[src/rtl/sipo_framer_if.sv]
// Serial-in / parallel-out framer bus.
// Serial strobe side plus the parallel valid/ready word side.
interface sipo_framer_if #(
    parameter int WIDTH = 4
);
    logic             si;
    logic             si_en;
    logic             sof;
    logic [WIDTH-1:0] po;
    logic             po_valid;
    logic             po_ready;
    logic             overrun;
    logic             clr_ovr;
    logic             sync_err;

    modport master (
        output si, si_en, sof, po_ready, clr_ovr,
        input  po, po_valid, overrun, sync_err
    );

    modport slave (
        input  si, si_en, sof, po_ready, clr_ovr,
        output po, po_valid, overrun, sync_err
    );
endinterface

[src/rtl/sipo_framer.sv]
// MSB-first serial deserializer with sof framing, a one-word output
// register, sticky overrun and a sync-error pulse on mid-word restarts.
module sipo_framer #(
    parameter int WIDTH = 4
) (
    input logic           clk,
    input logic           rst,
    sipo_framer_if.slave  bus
);
    localparam int CW = $clog2(WIDTH + 1);

    typedef enum logic {
        IDLE,
        SHIFT
    } state_t;

    state_t           state;
    logic [CW-1:0]    cnt;
    logic [WIDTH-1:0] sreg;
    logic [WIDTH-1:0] nxt;
    logic             last;
    logic             take;
    logic             drop;

    assign nxt  = {sreg[WIDTH-2:0], bus.si};
    // sof on the final bit is a restart, never a completion
    assign last = (state == SHIFT) && bus.si_en && !bus.sof &&
                  (cnt == CW'(WIDTH - 1));
    assign take = last && (!bus.po_valid || bus.po_ready);
    assign drop = last && bus.po_valid && !bus.po_ready;

    always_ff @(posedge clk) begin
        if (rst) begin
            state        <= IDLE;
            cnt          <= '0;
            sreg         <= '0;
            bus.po       <= '0;
            bus.po_valid <= 1'b0;
            bus.overrun  <= 1'b0;
            bus.sync_err <= 1'b0;
        end else begin
            bus.sync_err <= 1'b0;
            if (bus.si_en) begin
                unique case (state)
                    IDLE: begin
                        if (bus.sof) begin
                            sreg  <= nxt;
                            cnt   <= CW'(1);
                            state <= SHIFT;
                        end
                    end
                    SHIFT: begin
                        sreg <= nxt;
                        if (bus.sof) begin
                            cnt          <= CW'(1);
                            bus.sync_err <= 1'b1;
                        end else if (last) begin
                            cnt   <= '0;
                            state <= IDLE;
                        end else begin
                            cnt <= cnt + CW'(1);
                        end
                    end
                    default: state <= IDLE;
                endcase
            end

            if (take) begin
                bus.po       <= nxt;
                bus.po_valid <= 1'b1;
            end else if (bus.po_valid && bus.po_ready) begin
                bus.po_valid <= 1'b0;
            end

            // a drop in the same cycle as a clear keeps the flag set
            if (drop) begin
                bus.overrun <= 1'b1;
            end else if (bus.clr_ovr) begin
                bus.overrun <= 1'b0;
            end
        end
    end
endmodule
[src/flat_wrapper.sv]
// flat-port wrapper written by rule: the top's interface ports become plain ports
module sipo_framer_flat 
#(
    parameter int WIDTH = 4
)
  (clk, rst, bus_si, bus_si_en, bus_sof, bus_po_ready, bus_clr_ovr, bus_po, bus_po_valid, bus_overrun, bus_sync_err);
  sipo_framer_if #(.WIDTH(WIDTH)) bus_i ();
  input logic clk;
  input logic rst;
  input wire logic [$bits(bus_i.si)-1:0] bus_si;
  input wire logic [$bits(bus_i.si_en)-1:0] bus_si_en;
  input wire logic [$bits(bus_i.sof)-1:0] bus_sof;
  input wire logic [$bits(bus_i.po_ready)-1:0] bus_po_ready;
  input wire logic [$bits(bus_i.clr_ovr)-1:0] bus_clr_ovr;
  output wire logic [$bits(bus_i.po)-1:0] bus_po;
  output wire logic [$bits(bus_i.po_valid)-1:0] bus_po_valid;
  output wire logic [$bits(bus_i.overrun)-1:0] bus_overrun;
  output wire logic [$bits(bus_i.sync_err)-1:0] bus_sync_err;
  assign bus_i.si = bus_si;
  assign bus_i.si_en = bus_si_en;
  assign bus_i.sof = bus_sof;
  assign bus_i.po_ready = bus_po_ready;
  assign bus_i.clr_ovr = bus_clr_ovr;
  assign bus_po = bus_i.po;
  assign bus_po_valid = bus_i.po_valid;
  assign bus_overrun = bus_i.overrun;
  assign bus_sync_err = bus_i.sync_err;
  sipo_framer #(.WIDTH(WIDTH)) u_core (.clk(clk), .rst(rst), .bus(bus_i));
endmodule
[config.mk]
export PLATFORM = sky130hd
export DESIGN_NAME = sipo_framer_flat
export DESIGN_NICKNAME = d
export VERILOG_FILES = /design/src/rtl/sipo_framer_if.sv /design/src/rtl/sipo_framer.sv /design/src/flat_wrapper.sv
export SDC_FILE = /design/constraint.sdc
export NUM_CORES = 1
export LEC_CHECK = 0
export ABC_AREA = 1
export BUFFER_PORTS_ARGS = -buffer_cell sky130_fd_sc_hd__buf_2
export CORE_MARGIN = 1.5
export CORE_UTILIZATION = 44
export DETAILED_ROUTE_END_ITERATION = 16
export GPL_ROUTABILITY_DRIVEN = 0
export PLACE_DENSITY = 0.76
export RECOVER_POWER = 25
export SLEW_MARGIN = 15
export SYNTH_ARGS = -nofsm -noshare
export SYNTH_HDL_FRONTEND = slang
export SYNTH_SLANG_ARGS = --single-unit
[constraint.sdc]
create_clock -name clk -period 0.9 [get_ports clk]
set_input_delay 0.045 -clock clk [delete_from_list [all_inputs] [get_ports clk]]
set_output_delay 0.045 -clock clk [all_outputs]
set_load 0.05 [all_outputs]
### Yosys cells after proc, flatten, opt, wreduce, memory -nomap -nowiden

Index checks and enable logic that the tools add are counted.

* output and inout port bits: 7
* register bits: 14
* word-level logic and storage cells: 41

* multiplexer cells: 14
* eq/ne operators: 2
* add/sub/neg operators: 1
* bitwise operators: 2
* reduce and logical (&&, ||, !) cells: 15

Operator list (count)
* $mux W3: 4
* $pmux W3 S2: 2
* $logic_and A1 B1 Y1: 7
* $mux W1: 7
* $reduce_bool A2 Y1: 2
* $add A3 B1 Y3 const B: 1
* $eq A3 B2 Y1 const B: 1
* $logic_not A1 Y1: 3
* $reduce_or A3 Y1: 1
* $ne A2 B2 Y1 const B: 1
* $not A1 Y1: 2
* $pmux W1 S2: 1
* $reduce_and A2 Y1: 1
* $logic_or A1 B1 Y1: 1

### Longest topological paths before layout

Gate-level depths: netlist of the first run.

* depth after elaboration: 6
* depth in mapped cells: 7

### Worst setup path before layout of the first run

Ideal clock, no wire load.

* path kind: reg2reg
* start: register u_core.bus.po_valid
* end: register u_core.bus.po[0]
* setup slack: -0.353 ns
* path buffers: 0
* cell stages (with the launch flop): 6
* data required time: 0.790 ns
* data arrival time: 1.143 ns
* cells stage by stage: dfxtp_1 > nand2_1 > nand3_4 > nand2_1 > inv_1 > nor2_1

* word-level cells in the longest chain between the ends: 3

RTL lines
* from (decl): line sipo_framer_if.sv:23 `output po, po_valid, overrun, sync_err`
* from (signal assigned): line sipo_framer.sv:38 `bus.po_valid <= 1'b0;`
* from (signal assigned): line sipo_framer.sv:70 `bus.po_valid <= 1'b1;`
* from (signal assigned): line sipo_framer.sv:72 `bus.po_valid <= 1'b0;`
* $logic_not A1 Y1: line sipo_framer.sv:29 `assign take = last && (!bus.po_valid || bus.po_ready);`
* $logic_or A1 B1 Y1: line sipo_framer.sv:29
* $logic_and A1 B1 Y1: line sipo_framer.sv:29
* to (signal assigned): line sipo_framer.sv:69 `bus.po <= nxt;`
* to (decl): line sipo_framer_if.sv:23

Every way passes these cells.
A chain may end at the register's enable or synchronous reset.

### Worst setup path in the final report of the first run

* start: register u_core.cnt[1]
* end: register u_core.bus.po[0]

* word-level cells in the longest chain between the ends: 3

RTL lines
* from (decl): line sipo_framer.sv:18 `logic [CW-1:0] cnt;`
* from (signal assigned): line sipo_framer.sv:61 `cnt <= cnt + CW'(1);`
* $eq A3 B2 Y1: line sipo_framer.sv:28 `(cnt == CW'(WIDTH - 1));`
* $logic_and A1 B1 Y1: line sipo_framer.sv:27 `assign last = (state == SHIFT) && bus.si_en && !bus.sof &&`
* $logic_and A1 B1 Y1: line sipo_framer.sv:29

Every way passes these cells.

==> results.txt, run 1 <==
Outcome: finished with violations
Violated checks: setup timing
Core area: 0.00128 sq mm
Final setup viols: 9
Main combinational cell family by area after synthesis: simple AND/OR/NAND/NOR gates
Clock Latency Late Sink: 280 ps
DP Wirelength: 802 microns
Crit Path Max Fanout: 7
Compound-Gate Fraction of Synth Area: 11.0%
Max incr delay on CP: 360 ps
Final WS setup: -174 ps
Antenna-violating nets left: 0
Commonest non-fill, non-tap cell in the layout: inv_1
Placed cell count: 109
Crit path cell chain: ha_4 > inv_2 > nor2_4 > nand3_4 > nand2_1 > inv_1 > nor2_1
Register area share after synthesis: 46.3%
Clk buf depth: 2
Initial antenna violation count: 0
Global Route Usage Sum: 17.8%
Net count after synthesis: 86
Drt initial violations: 8
Clock Root Buffer: clkbuf_4
Grt total ovfl: 0
Wire per inst: 9.77 microns
First-pass GRT wire length: 1.91 mm
Setup Skew: 8.99 ps
Clock power frac: 36.7%
DRC viols: 0
Max-cap viol count: 0
Sw Ratio: 23.1%
CTS tree: done
Final Cycle Share: 119%
Slew Limit Fails: 0
Setup repair after global routing missed its margin: yes
Die height: 40.1 microns
Post-synthesis cell count: 78
Comb pwr share: 9.7%
Register bit total from synthesis: 14
Clk sink count: 14
Die Area: 0.00161 sq mm
Io pins: 14
Final hold violations: 0
Crit end category: flop
Max Freq: 931 MHz
Ys Warns: 0
Antenna Cells: 0
Rel. slew slack: 84.5%
Critical path required time: 1110 ps
Number of port buffers: 13
Hold Path Class: primary input to flop
Reported leakage power: 0.000389 uW
Starting Density: 47.1%
Min Tclk post-route: 1070 ps
Worst-margin pin slew: 231 ps
Layout Area Growth over Synthesis: 36.8%
Post-route insts no fill: 115
Htree depth: 1
CTS clk-pin slew, worst paths: 90 ps
Average via count per standard cell: 4.80
Post-Synthesis Mean Instance Area: 7.76 sq um
Most frequent cells in the layout: inv_1, nand2_1, dfxtp_1
Fraction of layout cells with a size suffix above 1: 35.0%
Worst Hold Slack: 17.0 ps
Area share of fa/ha/maj cells after synthesis: 2.07%
Vias after detailed routing: 552
Crit path max-delay cell type: dfxtp_2
Drt first pass iters: 4
Pwr/cell area: 1460 mW/mm^2
Worst path arrival time: 1290 ps
Worst Setup Path Type: flop to flop
Netlist cell types: 16
Largest net degree at the start of global routing: 11
Post-Syn Area: 606 sq um
Final Total Pwr: 1210 uW
XOR/XNOR Fraction of Synth Area: 0%
Sequential Power Share: 53.6%
Element type at the critical path start: flop
# rows: 13
Sw power: 279 uW
Nets: 109
Die width: 40.1 microns
WL final: 1.12 mm
Simple-gate share of the synthesized area: 30.2%
Mux contribution to synthesized area: 0%
Worst vdd ir: 0.873 mV
Vias in the first global route: 452
Int Power: 932 uW
Slack of the worst reg-to-reg path: -170 ps
CTS Buf Count: 3
==> per-stage QoR <==
| step | worst slack (ps) | instance area (sq um) | setup TNS, ps | utilization (%) |
|---|---|---|---|---|
| after CTS | -167 | 800 | -1240 | 62.2 |
| final | -174 | 828 | -1270 | 64.5 |
| after detailed placement | -173 | 733 | -1230 | 57.1 |
| after global routing | -256 | 828 | -2060 | 64.5 |
| after global placement | -135 | 733 | -941 | 57.1 |
| after floorplan | -83.0 | 627 | -566 | - |
==> final timing paths <==
check / startpoint / to / depth (start not counted)
setup reg to reg: u_core.cnt[1] / u_core.bus.po[0] / 7
hold / removal: bus_si_en / u_core.cnt[2] / 2
setup / recovery: u_core.cnt[1] / u_core.bus.po[0] / 7
hold reg to reg: u_core.sreg[0] / u_core.sreg[1] / 2
==> power by group through the flow <==
stage	sequential (uW)	combinational, uW	clock, uW
floorplan	664	55.6	0
global placement	661	102	0
detailed placement	662	104	0
CTS	648	111	453
global route	651	135	487
finish	648	118	445
==> flip-flops by register name (all words and copies together), names as in the netlist <==
| signal | cells |
|---|---|
| u_core.bus.overrun | 1 |
| u_core.bus.po | 4 |
| u_core.bus.po_valid | 1 |
| u_core.bus.sync_err | 1 |
| u_core.cnt | 3 |
| u_core.sreg | 3 |
| u_core.state | 1 |
==> what timing repair did <==
action | CTS | global route
buffers inserted | 0 | 1
setup endpoints to repair | 17 | 14
cloned | 0 | 0
resized for setup | 8 | 8
hold buffers | 1 | 0
hold endpoints to repair | 4 | 0
pin swaps | 6 | 3
==> critical path, delay by kind of cell, from the launching register on <==
family        cells  cell delay [ps]
fa+ha+maj         1              140
buf+inv           2               70
flops             1              360
simple gates      4              440
==> cell type report <==
cell class	count	area, sq um
Fill cell	118	457
Timing Repair Buffer	18	126
Sequential cell	14	287
Tap cell	15	18.8
Multi-Input combinational cell	47	297
Clock buffer	4	36.3
Inverter	17	63.8
==> cell usage after synthesis <==
master	n	share of area (%)
nand4_1	4	4.1
dfxtp_1	14	46
ha_1	1	2.1
inv_1	16	9.9
nand3_4	1	2.9
clkinv_1	1	0.62
o21ai_0	4	3.3
nor2_4	1	1.9
nor2_8	1	3.3
a31oi_1	1	1.0
a21oi_1	8	6.6
nand3b_1	1	1.2
nand2_2	2	2.1
nand3_1	2	1.7
nand2_1	16	9.9
nor2_1	5	3.1
==> cell families after synthesis <==
family                   count (synthesis)
AO/OA/AOI/OAI                           13
adder cells (fa/ha/maj)                  1
buffers and inverters                   17
flip-flops                              14
AND/OR/NAND/NOR                         33
==> per-layer routing <==
layer	vias up	GRT usage (%)	share of wire, %	wire (microns)
li1	293	-	-	-
met1	240	22.4	47	528
met2	14	28.2	47	524
met3	5	5.00	4.5	51
met4	0	7.76	1.7	19
met5	-	0	0	0
Power figures use the tool's default switching activity.
==> inputs of run 2 (changes only) <==
--- a/config.mk
+++ b/config.mk
@@ -7,8 +7,10 @@
 export LEC_CHECK = 0
 export ABC_AREA = 1
 export BUFFER_PORTS_ARGS = -buffer_cell sky130_fd_sc_hd__buf_2
+export CELL_PAD_IN_SITES_DETAIL_PLACEMENT = 2
+export CELL_PAD_IN_SITES_GLOBAL_PLACEMENT = 2
 export CORE_MARGIN = 1.5
-export CORE_UTILIZATION = 44
+export CORE_UTILIZATION = 25
 export DETAILED_ROUTE_END_ITERATION = 16
 export GPL_ROUTABILITY_DRIVEN = 0
 export PLACE_DENSITY = 0.76
==> run 2 against run 1 <==
The run still ends with setup timing left. Routed wire length is 47% higher. Cell count grew 13%. Register-to-register slack got worse by 20 ps. Global-route usage decreased by 4.0 points. Combinational power rose by 9%. Cell area rose by 3.3%. Flip-flop and latch count did not move. Setup slack got worse by 25 ps.
==> results.txt, run 2 (synthesized netlist as in run 1, its figures left out) <==
Rel. slew slack: 82.8%
Reported leakage power: 0.000396 uW
Worst R2R Start: u_core.cnt[1]
Hold path depth: 4
Global Route Usage Sum: 13.8%
Core area: 0.00225 sq mm
Hold Path Class: primary input to flop
Worst R2R End: u_core.bus.po[1]
Clock Latency Late Sink: 280 ps
Max-cap viol count: 0
DP Wirelength: 1.26 mm
Most frequent cells in the layout: inv_1, nand2_1, a21oi_1, buf_4, dfxtp_1
CTS Buf Count: 3
Biggest regs: u_core.bus.po: 4 flops, u_core.cnt: 3 flops, u_core.sreg: 3 flops
Fraction of layout cells with a size suffix above 1: 36.3%
Setup Skew: 6.12 ps
WL final: 1.65 mm
Critical path required time: 1120 ps
Vias in the first global route: 622
Crit path max-delay cell type: dfxtp_2
Drt first pass iters: 3
Layout Area Growth over Synthesis: 41.3%
GR peak layer: met2
Io pins: 14
Final WS setup: -198 ps
Worst-margin pin slew: 256 ps
Worst path arrival time: 1310 ps
Pwr/cell area: 1350 mW/mm^2
Crit end category: flop
Hold path endpoint: u_core.bus.overrun
Slack of the worst reg-to-reg path: -200 ps
GRT met3 Usage: 2.57%
Clk buf depth: 2
Drt initial violations: 2
Largest Register: u_core.bus.po
CTS Hold Bufs: 0
Final setup viols: 8
Die height: 52.2 microns
# rows: 17
Nets: 111
Buffers & Inverters on Critical Path: 2
Placed Area: 764 sq um
Multi-input logic area: 287 sq um
Worst vdd ir: 0.602 mV
Max Freq: 910 MHz
Htree depth: 1
Met2 Resource Use GR: 25.3%
Largest net degree at the start of global routing: 11
Clk sink count: 14
CTS clk-pin slew, worst paths: 90 ps
Worst path top cell family by delay: simple AND/OR/NAND/NOR gates
First-pass GRT wire length: 2.72 mm
Hold Startpoint: bus_clr_ovr
Worst Setup Path Type: flop to flop
CTS tree: done
FF-to-FF path depth: 7
Violated checks: setup timing
Max incr delay on CP: 360 ps
Initial antenna violation count: 0
Die width: 52.2 microns
Final Cycle Share: 122%
Post-route design area: 856 sq um
Met1 usage: 15.7%
Placed cell count: 124
Seq. cell area: 290 sq um
Antenna Cells: 0
Max reg flops: 4
Wire per inst: 12.7 microns
DRC viols: 0
Element type at the critical path start: flop
Clock Root Buffer: clkbuf_4
Crit path from: u_core.cnt[1]
Fill cells: 266
Die Area: 0.00273 sq mm
Final Total Pwr: 1160 uW
Setup repair after global routing missed its margin: yes
Post-route insts no fill: 130
Crit path cell chain: ha_4 > inv_2 > nor2_4 > nand3_4 > nand2_1 > inv_1 > nor2_1
Slew Limit Fails: 0
Starting Density: 26.9%
Vias after detailed routing: 588
Final hold violations: 0
Grt total ovfl: 0
Number of port buffers: 13
Antenna-violating nets left: 0
Min Tclk post-route: 1100 ps
Outcome: finished with violations
Crit Path Max Fanout: 7
Average via count per standard cell: 4.52
run 2: changes by cell type in the layout (fill, tap and decap cells not counted), sizes merged:
cell / previous run / this run
dlygate4sd3: 1 / 0
buf: 17 / 19
clkbuf: 4 / 5
run 2: area by class of cell:
class | count | share of cell area, %
flip-flops and latches | 14 | 33.9
inverters | 17 | 7.46
repair buffers | 20 | 18.0
well taps | 28 | 4.09
clock buffers | 4 | 3.07
multi-input cells | 47 | 33.5
run 2: per-stage QoR:
| step | hold WS (ps) | setup WS [ps] | TNS (ps) | utilization (%) |
|---|---|---|---|---|
| finish | 15.4 | -198 | -1430 | 38.0 |
| global route | 39.9 | -275 | -2070 | 38.0 |
| CTS | 23.6 | -191 | -1390 | 36.6 |
| detailed placement | 309 | -206 | -1550 | 33.9 |
| global placement | 298 | -162 | -1100 | 33.9 |
| floorplan | 104 | -83.0 | -566 | - |
run 2: worst max path at each step:
| stage | to | slack [ps] | cells after the start |
|---|---|---|---|
| floorplan | u_core.bus.po[0] | -80 | 7 |
| global placement | u_core.bus.po[1] | -160 | 6 |
| detailed placement | u_core.bus.po[3] | -210 | 7 |
| CTS | u_core.bus.po[3] | -190 | 7 |
| global route | u_core.bus.po[0] | -270 | 7 |
| finish | u_core.bus.po[1] | -200 | 7 |
run 2: worst reg2reg max path: stages, from the launching register on:
cell and delay, ps:
dfxtp_2 360, ha_4 140, inv_2 40, nor2_4 180
nand3_4 130, nand2_1 80, inv_1 40, nor2_1 80
run 2: repair_timing:
action / 4_1_cts / 5_1_grt
pin swaps: 6 / 2
gates resized for setup: 9 / 8
cloned: 0 / 0
setup endpoints to repair: 18 / 17
setup buffers: 1 / 1
run 2: report_power, final:
part,leakage (uW),switching [uW],internal (uW)
Sequential,0.000117,13.8,637
Clock,0.0000150,205,172
Combinational,0.000265,74.9,54.6
Total,0.000396,293,863
run 2: routing by layer:
metal / vias up / routed length, microns
li1: 294 / -
met1: 283 / 712
met2: 9 / 874
met3: 2 / 49
met4: 0 / 13
met5: - / 0
==> inputs of run 3 (changes only) <==
--- a/config.mk
+++ b/config.mk
@@ -10,10 +10,10 @@
 export CELL_PAD_IN_SITES_DETAIL_PLACEMENT = 2
 export CELL_PAD_IN_SITES_GLOBAL_PLACEMENT = 2
 export CORE_MARGIN = 1.5
-export CORE_UTILIZATION = 25
+export CORE_UTILIZATION = 28
 export DETAILED_ROUTE_END_ITERATION = 16
 export GPL_ROUTABILITY_DRIVEN = 0
-export PLACE_DENSITY = 0.76
+export PLACE_DENSITY = 0.8
 export RECOVER_POWER = 25
 export SLEW_MARGIN = 15
 export SYNTH_ARGS = -nofsm -noshare
==> constraint.sdc (replaced) <==
create_clock -name clk -period 1.1 [get_ports clk]
set_input_delay 0.055 -clock clk [delete_from_list [all_inputs] [get_ports clk]]
set_output_delay 0.055 -clock clk [all_outputs]
set_load 0.05 [all_outputs]
==> run 3 against run 2 <==
Critical endpoint is now u_core.bus.overrun. Combinational power fell by 29%. Clock skew rose by 3.1 ps. Cell count fell by 2.3%. Fmax fell by 7.3%. The run still ends with setup timing left. Largest cell class unchanged. Sequential share of layout area rose by 1.4 points.
==> results.txt, run 3 (synthesized netlist as in run 1, its figures left out) <==
Outcome: finished with violations
Violated checks: setup timing
Die Area: 0.00245 sq mm
Crit end category: flop
Drt initial violations: 2
Htree depth: 1
Slew Limit Fails: 0
Rel. slew slack: 80.4%
Sequential Power Share: 53.0%
Worst Setup Path Type: flop to flop
Final setup viols: 8
Most frequent cells in the layout: nand2_1, inv_1, buf_2, dfxtp_1, a21oi_1
Core area: 0.00200 sq mm
Comb pwr share: 9.1%
Clk sink count: 14
Clock power frac: 37.9%
Max reg flops: 4
Clock Latency Late Sink: 280 ps
Pwr/cell area: 1250 mW/mm^2
Wire per inst: 14.8 microns
DP Wirelength: 1.24 mm
Fraction of layout cells with a size suffix above 1: 38.0%
Int Power: 757 uW
DRC viols: 0
Grt total ovfl: 0
First-pass GRT wire length: 2.97 mm
Biggest regs: u_core.bus.po: 4 flops, u_core.cnt: 3 flops, u_core.sreg: 3 flops
Commonest non-fill, non-tap cell in the layout: nand2_1
Crit Path Max Fanout: 7
Hold Path Class: primary input to flop
Worst-margin pin slew: 294 ps
Largest Register: u_core.bus.po
Vias in the first global route: 613
Worst path arrival time: 1410 ps
Setup repair after global routing missed its margin: yes
Placed Area: 713 sq um
Number of port buffers: 13
Final Total Pwr: 1010 uW
Post-route design area: 803 sq um
Setup Skew: 9.24 ps
Critical path required time: 1320 ps
Clock Root Buffer: clkbuf_4
Average via count per standard cell: 4.61
CTS Buf Count: 3
WL final: 1.89 mm
Vias after detailed routing: 585
Max Freq: 844 MHz
Final hold violations: 0
Element type at the critical path start: flop
Sw power: 249 uW
CTS Hold Bufs: 0
Sw Ratio: 24.8%
Clk buf depth: 2
# rows: 16
Starting Density: 30.3%
CTS tree: done
Final WS setup: -85.0 ps
Die width: 49.5 microns
Max-cap viol count: 0
Min Tclk post-route: 1180 ps
Antenna Cells: 0
Global Route Usage Sum: 16.2%
Reported leakage power: 0.000375 uW
Io pins: 14
CTS clk-pin slew, worst paths: 100 ps
Fin util: 40.1%
Antenna-violating nets left: 0
Die height: 49.5 microns
Initial antenna violation count: 0
Nets: 109
Worst vdd ir: 0.543 mV
Final Cycle Share: 108%
Layout Area Growth over Synthesis: 32.6%
Largest net degree at the start of global routing: 11
Drt first pass iters: 4
==> run 3: layer usage <==
metal | part of all wire, % | vias up | global-route usage, % | wire length (microns)
met5 | 0 | - | 0 | 0
met4 | 0.80 | 0 | 4.17 | 15
met3 | 2.9 | 2 | 2.73 | 54
met2 | 53 | 11 | 30.0 | 1010
met1 | 43 | 282 | 19.2 | 809
li1 | - | 290 | - | -
==> run 3: path summary, 6_finish.rpt <==
kind                                         start                 end  slack (ps)  cells past startpoint
worst max register to register       u_core.cnt[1]  u_core.bus.overrun         -80                      6
worst max-delay path                 u_core.cnt[1]  u_core.bus.overrun         -80                      6
worst min-delay path                           rst  u_core.bus.overrun          10                      2
worst min register to register  u_core.bus.overrun  u_core.bus.overrun         470                      2
==> run 3: area by class of cell <==
| class | instances | area [sq um] |
|---|---|---|
| inverter | 17 | 66.3 |
| multi-input combinational | 47 | 284 |
| clock buffer | 4 | 36.3 |
| fill | 248 | 1200 |
| sequential | 14 | 284 |
| tap | 27 | 33.8 |
| timing repair buffer | 18 | 98.8 |
==> run 3: stage by stage <==
step                TNS (ps)  hold WS [ps]  setup slack [ps]  std cells
detailed placement      -564           313              -111        119
CTS                     -161          11.0             -46.2        125
finish                  -484          11.5             -85.0        127
global route            -854          4.08              -122        127
global placement           0           298              4.50        119
floorplan                  0           117              53.4         78
==> run 3: worst max-delay path: stages, from the launching register on <==
cell      delay [ps]
dfxtp_2          380
ha_4             160
inv_4             40
nor2_4           180
buf_4            150
nand3b_1          90
a21oi_1          130
==> run 3: power groups by stage <==
stage	clock network, uW	registers, uW	logic, uW
2_1_floorplan	0	544	44.4
3_3_place_gp	0	542	79.2
3_5_place_dp	0	542	85.1
4_1_cts	392	533	91.5
5_1_grt	421	534	102
6_report	381	533	91.6
==> run 3: what timing repair did <==
| action | 4_1_cts | 5_1_grt |
|---|---|---|
| setup endpoints to repair | 8 | 8 |
| resized for setup | 6 | 7 |
| pin swaps | 8 | 7 |
| gates cloned | 0 | 0 |
| setup buffers | 2 | 2 |
